[src/rtl/jk_cmd_sequencer.sv]
// -----------------------------------------------------------------------------
// jk_cmd_sequencer
//
// Stimulus stage sitting directly upstream of a JK flip-flop. Timed JK commands
// ({j,k} plus a hold length) are buffered in a small FIFO and played out
// back-to-back on the registered j/k outputs. A cycle-accurate model of the
// flip-flop's q (exp_q) is kept alongside and compared with the q that comes
// back from the real flip-flop; mismatches raise a sticky flag and are counted.
//
// Ports
//   clk        in   system clock, rising edge
//   reset      in   asynchronous, active-low; clears all state immediately
//   cmd_valid  in   command offered
//   cmd_ready  out  FIFO can accept (level != DEPTH), no path from cmd_valid
//   cmd_jk     in   {j,k}: 00 hold, 01 reset, 10 set, 11 toggle
//   cmd_len    in   command drives for cmd_len+1 cycles
//   chk_en     in   enables q checking
//   q_in       in   q returned from the downstream flip-flop
//   j, k       out  registered drive to the flip-flop
//   busy       out  FSM in DRIVE or FIFO not empty
//   exp_q      out  modelled flip-flop state
//   err        out  sticky mismatch flag (cleared only by reset)
//   err_cnt    out  mismatch count, saturating at 255
//   level      out  FIFO occupancy
//   dbg_state  out  current FSM state (0 = IDLE, 1 = DRIVE)
//
// Handshake: a command is transferred on a rising edge where cmd_valid and
// cmd_ready are both 1. cmd_ready depends only on registered occupancy, so a
// full FIFO refuses a command even if an entry is popped on the same edge.
// -----------------------------------------------------------------------------
module jk_cmd_sequencer #(
  parameter int DEPTH = 4,
  parameter int AW    = 2
) (
  input  logic          clk,
  input  logic          reset,
  input  logic          cmd_valid,
  output logic          cmd_ready,
  input  logic [1:0]    cmd_jk,
  input  logic [3:0]    cmd_len,
  input  logic          chk_en,
  input  logic          q_in,
  output logic          j,
  output logic          k,
  output logic          busy,
  output logic          exp_q,
  output logic          err,
  output logic [7:0]    err_cnt,
  output logic [AW:0]   level,
  output logic          dbg_state
);

  typedef enum logic {
    S_IDLE  = 1'b0,
    S_DRIVE = 1'b1
  } state_t;

  localparam logic [AW:0] FULL_LEVEL = (AW+1)'(DEPTH);

  // FIFO storage and bookkeeping
  logic [1:0]    r_mem_jk  [DEPTH];
  logic [3:0]    r_mem_len [DEPTH];
  logic [AW-1:0] r_wr_ptr;
  logic [AW-1:0] r_rd_ptr;
  logic [AW:0]   r_level;

  // Sequencer and checker state
  state_t        r_state;
  logic [3:0]    r_count;
  logic          r_j;
  logic          r_k;
  logic          r_exp_q;
  logic          r_err;
  logic [7:0]    r_err_cnt;

  logic          w_empty;
  logic          w_full;
  logic          w_push;
  logic          w_pop;
  logic [1:0]    w_head_jk;
  logic [3:0]    w_head_len;

  assign w_empty    = (r_level == '0);
  assign w_full     = (r_level == FULL_LEVEL);
  assign w_push     = cmd_valid && !w_full;
  // The FSM takes the head whenever it is idle, or when the current command
  // has finished its last cycle; this gives back-to-back playout.
  assign w_pop      = !w_empty && ((r_state == S_IDLE) || (r_count == 4'd0));
  assign w_head_jk  = r_mem_jk[r_rd_ptr];
  assign w_head_len = r_mem_len[r_rd_ptr];

  // Storage carries no reset: contents are only ever read below r_level.
  always_ff @(posedge clk) begin
    if (w_push) begin
      r_mem_jk[r_wr_ptr]  <= cmd_jk;
      r_mem_len[r_wr_ptr] <= cmd_len;
    end
  end

  // Pointers wrap naturally because DEPTH is a power of two.
  always_ff @(posedge clk or negedge reset) begin
    if (!reset) begin
      r_wr_ptr <= '0;
      r_rd_ptr <= '0;
      r_level  <= '0;
    end else begin
      if (w_push) r_wr_ptr <= r_wr_ptr + 1'b1;
      if (w_pop)  r_rd_ptr <= r_rd_ptr + 1'b1;
      case ({w_push, w_pop})
        2'b10:   r_level <= r_level + 1'b1;
        2'b01:   r_level <= r_level - 1'b1;
        default: r_level <= r_level;
      endcase
    end
  end

  // Playout FSM. r_count holds the remaining extra cycles of the current
  // command, so a command of length L occupies L+1 cycles.
  always_ff @(posedge clk or negedge reset) begin
    if (!reset) begin
      r_state <= S_IDLE;
      r_count <= 4'd0;
      r_j     <= 1'b0;
      r_k     <= 1'b0;
    end else begin
      case (r_state)
        S_IDLE: begin
          if (!w_empty) begin
            {r_j, r_k} <= w_head_jk;
            r_count    <= w_head_len;
            r_state    <= S_DRIVE;
          end else begin
            {r_j, r_k} <= 2'b00;
          end
        end
        S_DRIVE: begin
          if (r_count != 4'd0) begin
            r_count <= r_count - 4'd1;
          end else if (!w_empty) begin
            {r_j, r_k} <= w_head_jk;
            r_count    <= w_head_len;
          end else begin
            {r_j, r_k} <= 2'b00;
            r_state    <= S_IDLE;
          end
        end
        default: begin
          r_state    <= S_IDLE;
          {r_j, r_k} <= 2'b00;
          r_count    <= 4'd0;
        end
      endcase
    end
  end

  // Flip-flop model: advances from the registered j/k on the same edge the
  // real flip-flop captures them.
  always_ff @(posedge clk or negedge reset) begin
    if (!reset) begin
      r_exp_q <= 1'b0;
    end else begin
      case ({r_j, r_k})
        2'b10:   r_exp_q <= 1'b1;
        2'b01:   r_exp_q <= 1'b0;
        2'b11:   r_exp_q <= ~r_exp_q;
        default: r_exp_q <= r_exp_q;
      endcase
    end
  end

  // Checker compares pre-edge q_in with pre-edge exp_q.
  always_ff @(posedge clk or negedge reset) begin
    if (!reset) begin
      r_err     <= 1'b0;
      r_err_cnt <= 8'd0;
    end else if (chk_en && (q_in != r_exp_q)) begin
      r_err <= 1'b1;
      if (r_err_cnt != 8'hFF) r_err_cnt <= r_err_cnt + 8'd1;
    end
  end

  assign cmd_ready = !w_full;
  assign j         = r_j;
  assign k         = r_k;
  assign busy      = (r_state == S_DRIVE) || !w_empty;
  assign exp_q     = r_exp_q;
  assign err       = r_err;
  assign err_cnt   = r_err_cnt;
  assign level     = r_level;
  assign dbg_state = r_state;

endmodule

[config.mk]
export PLATFORM = sky130hd
export DESIGN_NAME = jk_cmd_sequencer
export DESIGN_NICKNAME = d
export VERILOG_FILES = /design/src/rtl/jk_cmd_sequencer.sv
export SDC_FILE = /design/constraint.sdc
export NUM_CORES = 1
export LEC_CHECK = 0
export CAP_MARGIN = 25
export CELL_PAD_IN_SITES_DETAIL_PLACEMENT = 2
export CELL_PAD_IN_SITES_GLOBAL_PLACEMENT = 2
export CORE_MARGIN = 3
export CORE_UTILIZATION = 41
export DETAILED_ROUTE_END_ITERATION = 6
export GPL_TIMING_DRIVEN = 0
export PLACE_DENSITY = 0.9
export SLEW_MARGIN = 10
export SYNTH_ARGS = -nofsm -noshare
export SYNTH_HDL_FRONTEND = slang
export SYNTH_SLANG_ARGS = --single-unit
[constraint.sdc]
create_clock -name clk -period 3.58 [get_ports clk]
set_input_delay 0.716 -clock clk [delete_from_list [all_inputs] [get_ports clk]]
set_output_delay 0.716 -clock clk [all_outputs]
set_load 0.05 [all_outputs]
Yosys cells after proc, flatten, opt, wreduce, memory -nomap -nowiden
Memory sizes are Yosys's and may differ from the RTL's.
Cells that the tools add are included.
{"block": "op_classes", "n_eq_ne": 9, "n_addsub": 6, "bitwise_logic": 2, "reduce_logical": 13, "mux": 16}
{"op": "8-bit by 1-bit adder with 8-bit output, second input constant", "n": 1}
{"op": "1-bit two-way mux", "n": 8}
{"op": "4-bit two-way mux", "n": 2}
{"op": "8-bit != test, second input constant", "n": 1}
{"op": "4-bit case mux with 2 select lines", "n": 1}
{"op": "2-bit equality test, second input constant", "n": 3}
{"op": "1-bit case mux with 2 select lines", "n": 3}
{"op": "3-bit case mux with 2 select lines", "n": 1}
{"op": "2-bit by 1-bit adder with 2-bit output, second input constant", "n": 2}
{"op": "2-bit by 1-bit equality test with 1-bit output, second input constant", "n": 2}
{"op": "4-bit logical NOT", "n": 1}
{"op": "4-bit nonzero test", "n": 1}
{"op": "4-bit by 1-bit subtractor with 4-bit output, second input constant", "n": 1}
{"op": "3-bit by 1-bit adder with 3-bit output, second input constant", "n": 1}
{"op": "3-bit equality test, second input constant", "n": 1}
{"op": "1-bit logical AND", "n": 3}
{"op": "3-bit logical NOT", "n": 1}
{"op": "1-bit case mux with 3 select lines", "n": 1}
{"op": "3-bit nonzero test", "n": 1}
{"op": "3-bit by 1-bit subtractor with 3-bit output, second input constant", "n": 1}
{"op": "1-bit logical NOT", "n": 2}
{"op": "1-bit logical OR", "n": 2}
{"op": "2-bit != test, second input constant", "n": 1}
{"op": "1-bit NOT", "n": 2}
{"op": "other kinds (3)", "n": 3}
{"block": "totals", "register_bits": 24, "input_bits": 11, "memories": 2, "ramBits": 24}
{"name": "r_mem_len", "depth": 4, "width": 4, "rd": 1, "rd_ports_with_merged_regs": 0, "wr": 1, "line": "62", "source": "logic [3:0] r_mem_len [DEPTH];"}
{"name": "r_mem_jk", "depth": 4, "width": 2, "rd": 1, "rd_ports_with_merged_regs": 0, "wr": 1, "line": "61", "source": "logic [1:0] r_mem_jk [DEPTH];"}

Depth between registers and ports, before layout
{"block": "depth", "depth_word": 5, "ltp_mapped": 10}

Worst setup path before layout
Ideal clock, no wire load.
{"block": "synth_path", "path_type": "register -> register", "from": "reg r_level[2] (netlist: level[2])", "to": "reg r_level[2] (netlist: level[2])", "t_arrival_ns": 2.695, "path_slack_ns": 0.802, "stages_incl_launch_ff": 10, "setup_time_ns": 0.082, "period_less_slack_ns": 2.778, "cell_sequence": "dfrtp_1 -> nand3_1 -> and2_1 -> inv_1 -> ha_1 -> inv_1 -> fa_1 -> xor2_1 -> nor2_1 -> xor2_1"}
{"block": "synth_between", "elab_chain_cells": 5, "word_cells_on_any_way": 12}
{"item": "start, declared", "line": "65", "source": "logic [AW:0] r_level;"}
{"item": "start signal, assigned", "line": "110", "source": "2'b10: r_level <= r_level + 1'b1;"}
{"item": "start signal, assigned", "line": "111", "source": "2'b01: r_level <= r_level - 1'b1;"}
{"item": "start signal, assigned", "line": "112", "source": "default: r_level <= r_level;"}
{"item": "3-bit equality test (*)", "line": "84", "source": "assign w_full = (r_level == FULL_LEVEL);"}
{"item": "1-bit logical NOT (*)"}
{"item": "net cmd_ready", "line": "38", "source": "output logic cmd_ready,"}
{"item": "1-bit logical AND (*)", "line": "85", "source": "assign w_push = cmd_valid && !w_full;"}
{"item": "2-bit by 1-bit equality test with 1-bit output or 2-bit equality test (tied branches)", "line": "109", "source": "case ({w_push, w_pop})"}
{"item": "3-bit case mux with 2 select lines or 2-bit nonzero test (tied branches)"}
Mark *: on every way through the listed nets, which the timed path passes. The rest lies on a longest branch.
A chain may end at the register's enable or synchronous reset.

Worst setup path after layout
{"block": "layout_path", "from": "reg r_level[0] (netlist: level[0])", "to": "out busy"}
{"block": "layout_between", "elab_chain_cells": 3}
{"item": "3-bit logical NOT", "line": "83", "source": "assign w_empty = (r_level == '0);"}
{"item": "1-bit logical NOT", "line": "185", "source": "assign busy = (r_state == S_DRIVE) || !w_empty;"}
{"item": "1-bit logical OR", "line": "185"}
{"item": "end, declared", "line": "45", "source": "output logic busy,"}
Every way passes these cells.

==> results.json <==
{
  "drt.antenna.violating_nets": 0,
  "synth_commonest_cells": "dfrtp_1 (24), edfxtp_1 (24), nand2_1 (12)",
  "grt_pass1_wl_um": 8710,
  "path_class": "register to output pin",
  "crit_path_end_kind": "output pin",
  "reg2reg_depth": 10,
  "finalSetupViolations": 0,
  "yosysTopAreaCellShare_pct": 33.7,
  "synth_seq_cells": 48,
  "ys_types": 39,
  "yosysWarnings": 0,
  "nets": 206,
  "hold_buffers": 0,
  "clk_pin_slew_ps": 100,
  "clock_latency_ps": 310,
  "avgSynthCellArea_um2": 14.2,
  "num_antenna_cells": 0,
  "die_y_um": 78.2,
  "start_util_pct": 43.8,
  "avgViaCountPerCell": 5.24,
  "firstDrtPassIters": 3,
  "drt_iter0_markers": 58,
  "grt_pass1_vias": 1562,
  "critPathRequiredTime_ps": 2860,
  "hpwl_um": 3890,
  "grtUsageTotal_pct": 19.1,
  "fin_tns_setup_ps": 0,
  "grt_overflow": 0,
  "htreeDepth": 2,
  "synth_ff_type": "edfxtp_1",
  "drt_wl_total_um": 5180,
  "areaGrowthSynthToFinish_pct": 23.2,
  "num_io_pins": 29,
  "core_um2": 4880,
  "routedWlPerCell_um": 20.3,
  "max-slew-margin-rel_pct": 64.2,
  "cts_resized": 0,
  "switching_power_uw": 987,
  "period_needed_ps": 2800,
  "cts_setup_buffers": 0,
  "cts_made_buffers": 5,
  "dieArea_um2": 6110,
  "synthCells": 151,
  "status": "complete, no violations",
  "antenna_found_initial": 0,
  "rsz0062_at_grt": "false",
  "period_share_pct": 78.2,
  "start_kind": "register",
  "tightest_slew_ps": 535,
  "synth.yosys.seq_area_share_pct": 61.8,
  "port_buffers": 28,
  "arrival_ps": 2080,
  "drive_above_1_share_pct": 15.4,
  "clock_skew_ps": 8.80,
  "num_vias": 1335,
  "clock_power_share_pct": 17.0,
  "power.total_uw": 2400,
  "synth_edf_count": 24,
  "pwr-share-comb_pct": 45.1,
  "crit_fanout": 7,
  "gp_congestion": 0.812,
  "cap_violations": 0,
  "powerDensity_nw_per_um2": 910,
  "num_rows": 25,
  "clock-sinks": 48,
  "p_int_uw": 1410,
  "drv_slew": 0,
  "fmax_ghz": 0.357,
  "clockBufferDepth": 2,
  "grt_max_degree": 17,
  "seq_power_share_pct": 37.9,
  "drc_errors": 0,
  "holdPathStages": 1,
  "die_x_um": 78.2,
  "yosysTopAreaCell": "edfxtp_1",
  "swShare_pct": 41.2,
  "synthesis.nets": 170,
  "vdd_drop_max_mv": 0.304,
  "synthTopCellsByArea": "edfxtp_1 (34%), dfrtp_1 (28%), mux4_2 (6.3%), ha_1 (4.1%), xor2_1 (2.5%)",
  "syn_area_um2": 2140,
  "holdCritPathClass": "register to register",
  "finalHoldViolations": 0,
  "cts_tree": "done",
  "root_buffer": "clkbuf_8",
  "async_flop_share_pct": 50.0,
  "power.leakage_uw": 0.00105
}
[critical path, cell delays in order, from the launching register on]
cell and delay, ps:
dfrtp_1 450, nor3_2 500, nand2b_1 100, clkdlybuf4s50_1 720
[sequential cells by signal, indices dropped and copies added (netlist names)]
name / cells
r_count: 4
r_wr_ptr: 2
err_cnt: 8
exp_q: 1
r_rd_ptr: 2
j: 1
r_mem_jk: 8
dbg_state: 1
r_mem_len: 16
k: 1
level: 3
err: 1
[kinds of logic after synthesis]
kind of cell | synth area share [%]
xor gates and xnor gates | 3.69
and+or+nand+nor | 11.3
buffers and inverters | 2.87
muxes | 10.3
AOI/OAI and AO/OA | 4.98
DFF | 61.8
adders and majority gates | 5.03
[power by group through the flow]
| stage | Sequential [µW] | Combinational [µW] | Clock [µW] |
|---|---|---|---|
| 2_1_floorplan | 1120 | 514 | 0 |
| 3_3_place_gp | 894 | 1010 | 0 |
| 6_report | 908 | 1080 | 408 |
| 4_1_cts | 912 | 1100 | 417 |
| 5_1_grt | 936 | 1170 | 438 |
| 3_5_place_dp | 918 | 1090 | 0 |
[cells in the final DEF (no fill, tap or decap), drive strengths merged, types with 3 or more instances in the layout]
master          n
or3             3
clkbuf          6
nand2          12
nand2b          3
nor2            6
mux2            4
buf             4
nand3           4
a21oi           4
xnor2           3
and2            3
clkdlybuf4s50  28
inv             9
and3            5
dfrtp          24
xor2            6
mux4            6
mux2i           4
nor3            4
edfxtp         24
ha              7
[path summary, 6_finish.rpt]
path	slack (ps)	end	from
min reg2reg	500	exp_q$_DFFE_PN0P_	k$_DFFE_PN0N_
min	500	exp_q$_DFFE_PN0P_	k$_DFFE_PN0N_
max reg2reg	820	level[2]$_DFFE_PN0P_	r_count[0]$_DFF_PN0_
max	780	busy	level[0]$_DFFE_PN0P_
min in group asynchronous	730	r_count[2]$_DFF_PN0_	reset
max in group asynchronous	2360	err$_DFFE_PN0P_	reset
[cell type report]
type                    count  area (µm²)
inverters                   9        33.8
multi-input cells          90         754
fillers                   467        2250
plain buffers               4        27.5
flip-flops and latches     48        1320
well taps                  67        83.8
clock inverters             3        47.5
clock buffers               5        68.8
repair buffers             29         295
[stage by stage]
| stage | std cells | cell area (µm²) | hold WS, ps | setup slack (ps) | util (%) |
|---|---|---|---|---|---|
| final | 255 | 2630 | 503 | 781 | 53.9 |
| after global routing | 255 | 2630 | 538 | 521 | 53.9 |
| after CTS | 255 | 2630 | 504 | 768 | 53.9 |
| after detailed placement | 247 | 2520 | 474 | 795 | 51.6 |
| after global placement | 246 | 2500 | 454 | 1030 | 51.3 |
| after floorplan | 151 | 2140 | 420 | 802 | - |
[per-layer routing]
| layer | wire [µm] | part of all wire [%] | GRT usage, % | vias to the layer above |
|---|---|---|---|---|
| li1 | - | - | - | 618 |
| met1 | 2070 | 40 | 21.3 | 683 |
| met2 | 2860 | 55 | 35.1 | 27 |
| met3 | 162 | 3.1 | 4.01 | 7 |
| met4 | 84 | 1.6 | 8.04 | 0 |
| met5 | 0 | 0 | 0 | - |
No activity file was read; power rests on OpenSTA's default activity.
